[src/rtl/aes_key_sched_iter_if.sv]
// aes_key_sched_iter_if: cipher-key input and round-key output handshake bundle.
interface aes_key_sched_iter_if #(
    parameter int KEY_BITS = 128
);
    logic [KEY_BITS-1:0] key_in;
    logic                key_valid;
    logic                key_ready;
    logic [127:0]        rk_out;
    logic [3:0]          rk_idx;
    logic                rk_valid;
    logic                rk_ready;
    logic                rk_last;
    logic                replay;
    logic                busy;
    modport master (
        output key_in, key_valid, rk_ready, replay,
        input  key_ready, rk_out, rk_idx, rk_valid, rk_last, busy
    );
    modport slave (
        input  key_in, key_valid, rk_ready, replay,
        output key_ready, rk_out, rk_idx, rk_valid, rk_last, busy
    );
endinterface

[src/rtl/aes_key_sched_iter.sv]
// aes_key_sched_iter: iterative AES-128/256 key schedule, one shared SubWord per step.
// Define AES_KS_REPLAY_EN to add the reverse-order replay buffer and REPLAY state.
module aes_key_sched_iter #(
    parameter int KEY_BITS = 128
) (
    input logic clk,
    input logic rst_n,
    aes_key_sched_iter_if.slave ks
);
    localparam int NK = KEY_BITS / 32;
    localparam logic [3:0] NR = (KEY_BITS == 256) ? 4'd14 : 4'd10;

    if (KEY_BITS != 128 && KEY_BITS != 256) begin : g_bad_key_bits
        $error("aes_key_sched_iter: KEY_BITS must be 128 or 256");
    end

    function automatic logic [7:0] xt(input logic [7:0] a);
        return {a[6:0], 1'b0} ^ (a[7] ? 8'h1b : 8'h00);
    endfunction

    function automatic logic [7:0] gmul(input logic [7:0] a, input logic [7:0] b);
        logic [7:0] p, x;
        p = '0;
        x = a;
        for (int i = 0; i < 8; i++) begin
            p = b[i] ? p ^ x : p;
            x = xt(x);
        end
        return p;
    endfunction

    // Inverse as a^254 (0 maps to 0), then the AES affine transform
    function automatic logic [7:0] sbox(input logic [7:0] a);
        logic [7:0] a2, a3, a12, a15, a240, s;
        a2   = gmul(a, a);
        a3   = gmul(a2, a);
        a12  = gmul(gmul(a3, a3), gmul(a3, a3));
        a15  = gmul(a12, a3);
        a240 = gmul(a15, a15);
        a240 = gmul(a240, a240);
        a240 = gmul(a240, a240);
        a240 = gmul(a240, a240);
        s    = gmul(gmul(a240, a12), a2);
        return s ^ {s[6:0], s[7]} ^ {s[5:0], s[7:6]} ^ {s[4:0], s[7:5]} ^ {s[3:0], s[7:4]} ^ 8'h63;
    endfunction

    function automatic logic [31:0] sub_word(input logic [31:0] w);
        return {sbox(w[31:24]), sbox(w[23:16]), sbox(w[15:8]), sbox(w[7:0])};
    endfunction

`ifdef AES_KS_REPLAY_EN
    typedef enum logic [1:0] {IDLE, OUT, SBOX, REPLAY} state_t;
`else
    typedef enum logic [1:0] {IDLE, OUT, SBOX} state_t;
`endif

    state_t              state_q;
    logic [KEY_BITS-1:0] w_q;
    logic [31:0]         t_q;
    logic                rot_q;
    logic [7:0]          rcon_q;
    logic [127:0]        rk_q;
    logic [3:0]          idx_q;
    logic                valid_q, last_q, ready_q, busy_q;

    // Window word 0 sits at the MSB; the shown key is always words 0..3
    logic [31:0]         last_w, s4_in, tx, n0, n1, n2, n3;
    logic                rot_d;
    logic [KEY_BITS-1:0] nw_d, sw_d;

    assign last_w = w_q[KEY_BITS-97 -: 32];
    assign rot_d  = (NK == 4) || idx_q[0];
    assign s4_in  = rot_d ? {last_w[23:0], last_w[31:24]} : last_w;
    assign tx     = rot_q ? t_q ^ {rcon_q, 24'h0} : t_q;
    assign n0     = w_q[127:96] ^ tx;
    assign n1     = n0 ^ w_q[95:64];
    assign n2     = n1 ^ w_q[63:32];
    assign n3     = n2 ^ w_q[31:0];

    // For 256-bit keys the window holds {newest key, previous key}
    if (NK == 8) begin : g_w8
        assign nw_d = {n0, n1, n2, n3, w_q[KEY_BITS-1 -: 128]};
        assign sw_d = {w_q[127:0], w_q[KEY_BITS-1 -: 128]};
    end else begin : g_w4
        assign nw_d = {n0, n1, n2, n3};
        assign sw_d = w_q;
    end

`ifdef AES_KS_REPLAY_EN
    logic [127:0] buf_q [0:NR];
    logic         full_q;

    always_ff @(posedge clk) begin
        if (state_q == OUT && ks.rk_ready) buf_q[idx_q] <= rk_q;
    end
`else
    logic unused_replay;
    assign unused_replay = ks.replay;
`endif

    always_ff @(posedge clk or negedge rst_n) begin
        if (!rst_n) begin
            state_q <= IDLE;
            w_q     <= '0;
            t_q     <= '0;
            rot_q   <= 1'b0;
            rcon_q  <= 8'h01;
            rk_q    <= '0;
            idx_q   <= '0;
            valid_q <= 1'b0;
            last_q  <= 1'b0;
            ready_q <= 1'b1;
            busy_q  <= 1'b0;
`ifdef AES_KS_REPLAY_EN
            full_q  <= 1'b0;
`endif
        end else begin
            case (state_q)
                IDLE: begin
                    if (ks.key_valid) begin
                        w_q     <= ks.key_in;
                        rcon_q  <= 8'h01;
                        idx_q   <= '0;
                        rk_q    <= ks.key_in[KEY_BITS-1 -: 128];
                        valid_q <= 1'b1;
                        last_q  <= 1'b0;
                        ready_q <= 1'b0;
                        busy_q  <= 1'b1;
                        state_q <= OUT;
`ifdef AES_KS_REPLAY_EN
                        full_q  <= 1'b0;
                    end else if (ks.replay && full_q) begin
                        rk_q    <= buf_q[NR];
                        idx_q   <= NR;
                        valid_q <= 1'b1;
                        last_q  <= 1'b0;
                        ready_q <= 1'b0;
                        busy_q  <= 1'b1;
                        state_q <= REPLAY;
`endif
                    end
                end
                OUT: begin
                    if (ks.rk_ready) begin
                        if (idx_q == NR) begin
                            valid_q <= 1'b0;
                            last_q  <= 1'b0;
                            ready_q <= 1'b1;
                            busy_q  <= 1'b0;
                            state_q <= IDLE;
`ifdef AES_KS_REPLAY_EN
                            full_q  <= 1'b1;
`endif
                        end else if (NK == 8 && idx_q == 4'd0) begin
                            w_q   <= sw_d;
                            rk_q  <= sw_d[KEY_BITS-1 -: 128];
                            idx_q <= 4'd1;
                        end else begin
                            t_q     <= sub_word(s4_in);
                            rot_q   <= rot_d;
                            valid_q <= 1'b0;
                            state_q <= SBOX;
                        end
                    end
                end
                SBOX: begin
                    w_q     <= nw_d;
                    rk_q    <= nw_d[KEY_BITS-1 -: 128];
                    idx_q   <= idx_q + 4'd1;
                    valid_q <= 1'b1;
                    last_q  <= (idx_q + 4'd1 == NR);
                    rcon_q  <= rot_q ? xt(rcon_q) : rcon_q;
                    state_q <= OUT;
                end
`ifdef AES_KS_REPLAY_EN
                REPLAY: begin
                    if (ks.rk_ready) begin
                        if (idx_q == 4'd0) begin
                            valid_q <= 1'b0;
                            last_q  <= 1'b0;
                            ready_q <= 1'b1;
                            busy_q  <= 1'b0;
                            state_q <= IDLE;
                        end else begin
                            rk_q   <= buf_q[idx_q - 4'd1];
                            idx_q  <= idx_q - 4'd1;
                            last_q <= (idx_q == 4'd1);
                        end
                    end
                end
`endif
                default: state_q <= IDLE;
            endcase
        end
    end

    assign ks.key_ready = ready_q;
    assign ks.rk_out    = rk_q;
    assign ks.rk_idx    = idx_q;
    assign ks.rk_valid  = valid_q;
    assign ks.rk_last   = last_q;
    assign ks.busy      = busy_q;
endmodule

[src/flat_wrapper.sv]
// flat-port wrapper written by rule: the top's interface ports become plain ports
module aes_key_sched_iter_flat 
#(
    parameter int KEY_BITS = 128
)
  (clk, rst_n, ks_key_in, ks_key_valid, ks_rk_ready, ks_replay, ks_key_ready, ks_rk_out, ks_rk_idx, ks_rk_valid, ks_rk_last, ks_busy);
  aes_key_sched_iter_if #(.KEY_BITS(KEY_BITS)) ks_i ();
  input logic clk;
  input logic rst_n;
  input wire logic [$bits(ks_i.key_in)-1:0] ks_key_in;
  input wire logic [$bits(ks_i.key_valid)-1:0] ks_key_valid;
  input wire logic [$bits(ks_i.rk_ready)-1:0] ks_rk_ready;
  input wire logic [$bits(ks_i.replay)-1:0] ks_replay;
  output wire logic [$bits(ks_i.key_ready)-1:0] ks_key_ready;
  output wire logic [$bits(ks_i.rk_out)-1:0] ks_rk_out;
  output wire logic [$bits(ks_i.rk_idx)-1:0] ks_rk_idx;
  output wire logic [$bits(ks_i.rk_valid)-1:0] ks_rk_valid;
  output wire logic [$bits(ks_i.rk_last)-1:0] ks_rk_last;
  output wire logic [$bits(ks_i.busy)-1:0] ks_busy;
  assign ks_i.key_in = ks_key_in;
  assign ks_i.key_valid = ks_key_valid;
  assign ks_i.rk_ready = ks_rk_ready;
  assign ks_i.replay = ks_replay;
  assign ks_key_ready = ks_i.key_ready;
  assign ks_rk_out = ks_i.rk_out;
  assign ks_rk_idx = ks_i.rk_idx;
  assign ks_rk_valid = ks_i.rk_valid;
  assign ks_rk_last = ks_i.rk_last;
  assign ks_busy = ks_i.busy;
  aes_key_sched_iter #(.KEY_BITS(KEY_BITS)) u_core (.clk(clk), .rst_n(rst_n), .ks(ks_i));
endmodule
[config.mk]
export PLATFORM = sky130hd
export DESIGN_NAME = aes_key_sched_iter_flat
export DESIGN_NICKNAME = d
export VERILOG_FILES = /design/src/rtl/aes_key_sched_iter_if.sv /design/src/rtl/aes_key_sched_iter.sv /design/src/flat_wrapper.sv
export SDC_FILE = /design/constraint.sdc
export NUM_CORES = 2
export LEC_CHECK = 0
export CAP_MARGIN = 25
export CORE_MARGIN = 8
export CORE_UTILIZATION = 53
export CTS_BUF_LIST = sky130_fd_sc_hd__clkbuf_2 sky130_fd_sc_hd__clkbuf_4 sky130_fd_sc_hd__clkbuf_8
export CTS_CLUSTER_SIZE = 25
export DETAILED_ROUTE_END_ITERATION = 16
export DONT_BUFFER_PORTS = 1
export PLACE_DENSITY = 0.68
export SYNTH_ARGS = -nofsm -noshare
export SYNTH_HDL_FRONTEND = slang
export SYNTH_SLANG_ARGS = --single-unit
export TNS_END_PERCENT = 20
[constraint.sdc]
create_clock -name clk -period 27.1 [get_ports clk]
set_input_delay 6.775 -clock clk [delete_from_list [all_inputs] [get_ports clk]]
set_output_delay 6.775 -clock clk [all_outputs]
set_load 0.005 [all_outputs]
Word-level counts from Yosys, hierarchy flattened

Index checks and enable logic that the tools add are counted.

Add/sub/neg operators: 1
Eq/ne operators: 8
Muxes and demuxes: 684
Bitwise logic cells: 643
Reduce and logical (&&, ||, !) cells: 11

Operators with widths:

| operator                                              | number |
|---|---|
| XOR 8 bit                                             | 633 |
| 2-to-1 mux 8 bit                                      | 354 |
| 2-to-1 mux 5 bit                                      | 309 |
| case mux 128 bit (2 select lines)                     | 1 |
| XOR 32 bit                                            | 5 |
| 2-to-1 mux 128 bit                                    | 1 |
| 2-to-1 mux 32 bit                                     | 1 |
| inverter 4 bit                                        | 4 |
| case mux 8 bit (2 select lines)                       | 1 |
| AND reduction 3 bit                                   | 3 |
| equality test 4 bit, second input constant            | 2 |
| case mux 4 bit (2 select lines)                       | 1 |
| AND reduction 4 bit                                   | 2 |
| 2-to-1 mux 1 bit                                      | 7 |
| 2-to-1 mux 2 bit                                      | 3 |
| case mux 1 bit (3 select lines)                       | 2 |
| case mux 2 bit (3 select lines)                       | 1 |
| adder 4 x 1 -> 4 bit, second input constant           | 1 |
| 2-to-1 mux 4 bit                                      | 1 |
| inequality test 2 x 1 -> 1 bit, second input constant | 2 |
| inequality test 2 bit, second input constant          | 2 |
| case mux 1 bit (2 select lines)                       | 2 |
| AND reduction 2 bit                                   | 2 |
| nonzero test 2 bit                                    | 2 |
| 5 further kinds                                       | 5 |

Logic and storage cells: 1357
Output and inout bits: 136
Input bits: 133
Register bits after elaboration: 179

Logic depth before layout (Yosys ltp)

Word-level depth: 181
Mapped depth: 83
Mapped depth without buffers: 70

Worst setup path before layout

OpenSTA, ideal clock, no wires.

Path type: reg2reg
Start point: reg u_core.ks.rk_out[31] (netlist name)
End point: reg u_core.t_q[6]
Required time: 27.017 ns
Arrival: 19.762 ns
Clock period less this slack: 19.845 ns
Path buffers: 11
Setup time: 0.083 ns
Stages on the path, launching flop included: 79
Path slack: 7.255 ns
Path through: dfrtp_1 > ha_1 > clkbuf_1 > xnor3_1 > nor2_1 > xnor2_1 > xor2_1 > buf_2 > xnor2_1 > xnor2_1 > nand2_1 > xor2_1 > xor2_1 > clkbuf_1 > clkbuf_1 > ha_1 > xnor3_1 > mux2i_1 > (+43 left out) > xnor2_1 > xnor3_1 > clkbuf_1 > nor2_1 > nor2_1 > o22ai_1 > xnor3_1 > xnor3_1 > buf_2 > xnor3_1 > xor2_2 > xnor2_1 > xor2_1 > o31ai_1 > xnor3_1 > xnor3_1 > xor2_1 > o21ai_0

RTL lines:

| item                 | RTL line                  | text |
|---|---|---|
| end signal, assigned | aes_key_sched_iter.sv:159 | `t_q <= sub_word(s4_in);` |
| end, declared        | aes_key_sched_iter.sv:59  | `logic [31:0] t_q;` |

==> impl_metrics.toml <==
[sta]
finalCritPeriodShare_pct = 87.18
clock.fmax_mhz = 42.33
period_minus_slack_ps = 23630
slew_viol_final = 0
tightest_slew_ps = 1176
clock_skew_ps = 58.46
finalSetupTns_ps = 0
grt_setup_unrepaired = "false"
slew_headroom_pct = 20.75
setup_viol = 0
hold_viol_final = 0

[synth]
netlist_area_um2 = 53320
syn_nets = 6818
yosysTopAreaCell = "xnor2_1"
synthFlopType = "dfrtp_1"
async_flop_share_pct = 100.0
synth_common_cells = "xnor2_1, nor2_1, nand2_1, xor2_1, a21oi_1"
netlist_instances = 6654
synth.top_cell.area_share_pct = 20.11
synth_edf_count = 0
ys_warn_count = 0
ys_ff_latch = 179
ys_seq_area_share_pct = 8.406
synth.avg_cell_area_um2 = 8.013
yosysMostFrequentCell = "xnor2_1"
synth_area_leaders = "xnor2_1, xnor3_1, dfrtp_1"
ys_types = 128

[setup_path]
cp_slowest_cell = "xor3_1"
startpoint = "u_core.ks.rk_out[24]"
cp.arrival_ps = 24140
regToRegStartpoint = "u_core.ks.rk_out[24]"
critPathCaptureType = "register"
startpoint_type = "register"
cpMostUsedCell = "xnor2_1"
r2r_cells = 64
worstPathRequired_ps = 27610
crit_type = "reg -> reg"
reg2reg_setup_slack_ps = 3470
r2r_end = "u_core.t_q[6]"
cpPeakStageDelay_ps = 860
path_max_fanout = 22

[drt]
via_per_inst = 6.092
dr.pass1.iters = 6
routedWlPerCell_um = 20.53
ant_nets = 0
initialDrtViolationCount = 4138
wl_mm = 158.4
vias = 47010
drc = 0

[global_routing]
grt_start_max_net_pins = 180
antenna_found_initial = 14
grt_pass1_vias = 43490
grt_util_all_layers_pct = 27.18
grt_pass1_wl_mm = 248.9
overflow = 0

[min_path]
hold_path_startpoint = "u_core.ks.key_ready"
hold_end = "u_core.ks.key_ready"
hold_path_depth = 2
hold_path.class = "reg -> reg"

[clock_network]
clock_path_buffers = 2
h-tree-depth = 4
clk_pin_slew_ps = 130
insertion_delay_ps = 650
post_cts_buffers = 0
cts_sinks = 179
cts_tree = "yes"
hold_buffers = 0
cts_buffers = 17
ctsResizeCount = 0
cts-root-buf = "clkbuf_8"

[cells_and_area]
layout.nets = 6561
layout-area-overhead-vs-synth_pct = 2.959
drive_above_1_share_pct = 7.520
fillCellCount = 9361

[place]
place_congestion = 0.9154
hpwl_mm = 115.6
io_buffers = 0

[job]
maxCapViolations = 0

[outcome]
status = "finished, final reports clean"

[floorplan]
ios = 269
core.rowCount = 116
core_area_um2 = 99860
die-area_um2 = 111000
initial_core_util_pct = 53.40
fp.dieW_um = 333.2
die_h_um = 333.2
-- worst max-delay path: cells and delay by family (launching register included) --
kind / cells / cell delay [ps]
flip-flops: 1 / 460
AND/OR/NAND/NOR: 9 / 1170
AO/OA/AOI/OAI: 5 / 1120
buffers and inverters: 6 / 1720
adder cells (fa/ha/maj): 5 / 2080
multiplexers: 3 / 1310
XOR/XNOR: 36 / 15590
-- how the worst max path moves through the flow --
| stage | endpoint | slack, ps | cells past startpoint |
|---|---|---|---|
| 4_1_cts | u_core.t_q[6] | 3650 | 64 |
| 3_5_place_dp | u_core.t_q[6] | 3760 | 64 |
| 5_1_grt | u_core.t_q[0] | 1780 | 64 |
| 6_report | u_core.t_q[6] | 3470 | 64 |
| 3_3_place_gp | u_core.t_q[6] | 4120 | 64 |
| 2_1_floorplan | u_core.t_q[6] | 7250 | 78 |
-- metrics by stage --
step           cell area, µm²  utilization (%)  hold slack [ps]  setup WS (ps)  cells
3_3_place_gp            54340            54.42            470.4           4124   7663
3_5_place_dp            54360            54.44            471.1           3763   7665
6_report                54900            54.98            491.3           3474   7716
4_1_cts                 54790            54.87            489.4           3651   7697
5_1_grt                 54890            54.97            531.7           1785   7714
2_1_floorplan           53320                -            449.3           7255   6654
-- logic make-up after synthesis --
logic type / count (synthesis) / share of synthesized area, %
compound gates: 1365 / 17.17
flops: 179 / 8.406
fa+ha+maj: 31 / 0.7275
xor+xnor: 2148 / 46.75
simple gates: 2125 / 18.03
mux: 223 / 4.299
buf+inv: 583 / 4.616
-- cell usage in the layout (no fill, tap or decap), drive strengths merged, types with 39 or more instances in the layout --
| cell | instances |
|---|---|
| xnor3 | 319 |
| nand2b | 76 |
| o21ai | 321 |
| a211oi | 39 |
| nand2 | 632 |
| a31oi | 39 |
| buf | 180 |
| a22oi | 64 |
| a21oi | 322 |
| inv | 129 |
| xor2 | 481 |
| and2 | 39 |
| mux2i | 184 |
| xor3 | 55 |
| dfrtp | 177 |
| and3 | 42 |
| xnor2 | 1293 |
| o22a | 79 |
| nand3 | 235 |
| nor2b | 51 |
| nor2 | 733 |
| nor3 | 138 |
| o211ai | 39 |
| o22ai | 124 |
| mux2 | 39 |
-- registers in the layout, indices dropped and copies added, names as in the netlist, 2 cells and up --
name / flops
u_core.state_q: 2
u_core.t_q: 32
u_core.ks.rk_idx: 4
u_core.ks.rk_out: 128
u_core.rcon_q: 8
-- final cells by class --
| cell class | instances | area [µm²] | share of cell area, % |
|---|---|---|---|
| multi-input combinational | 5892 | 46500 | 84.70 |
| sequential | 179 | 4486 | 8.171 |
| tap | 1298 | 1624 | 2.958 |
| timing repair buffer | 180 | 1359 | 2.475 |
| inverter | 127 | 481.7 | 0.8775 |
| clock buffer | 17 | 234.0 | 0.4262 |
| clock inverter | 15 | 192.7 | 0.3510 |
| antenna | 8 | 20.02 | 0.03647 |
-- per-layer routing --
layer  wire length, µm  track usage (%)  up-vias
li1                  -                -    22590
met1             71540            38.22    22620
met2             71740            43.48     1618
met3             12040            4.511      182
met4              3070            6.564        4
met5                26                0        -
Power is not shown: default switching activity piles up to over one toggle a cycle in this logic, so the estimate is an artifact.
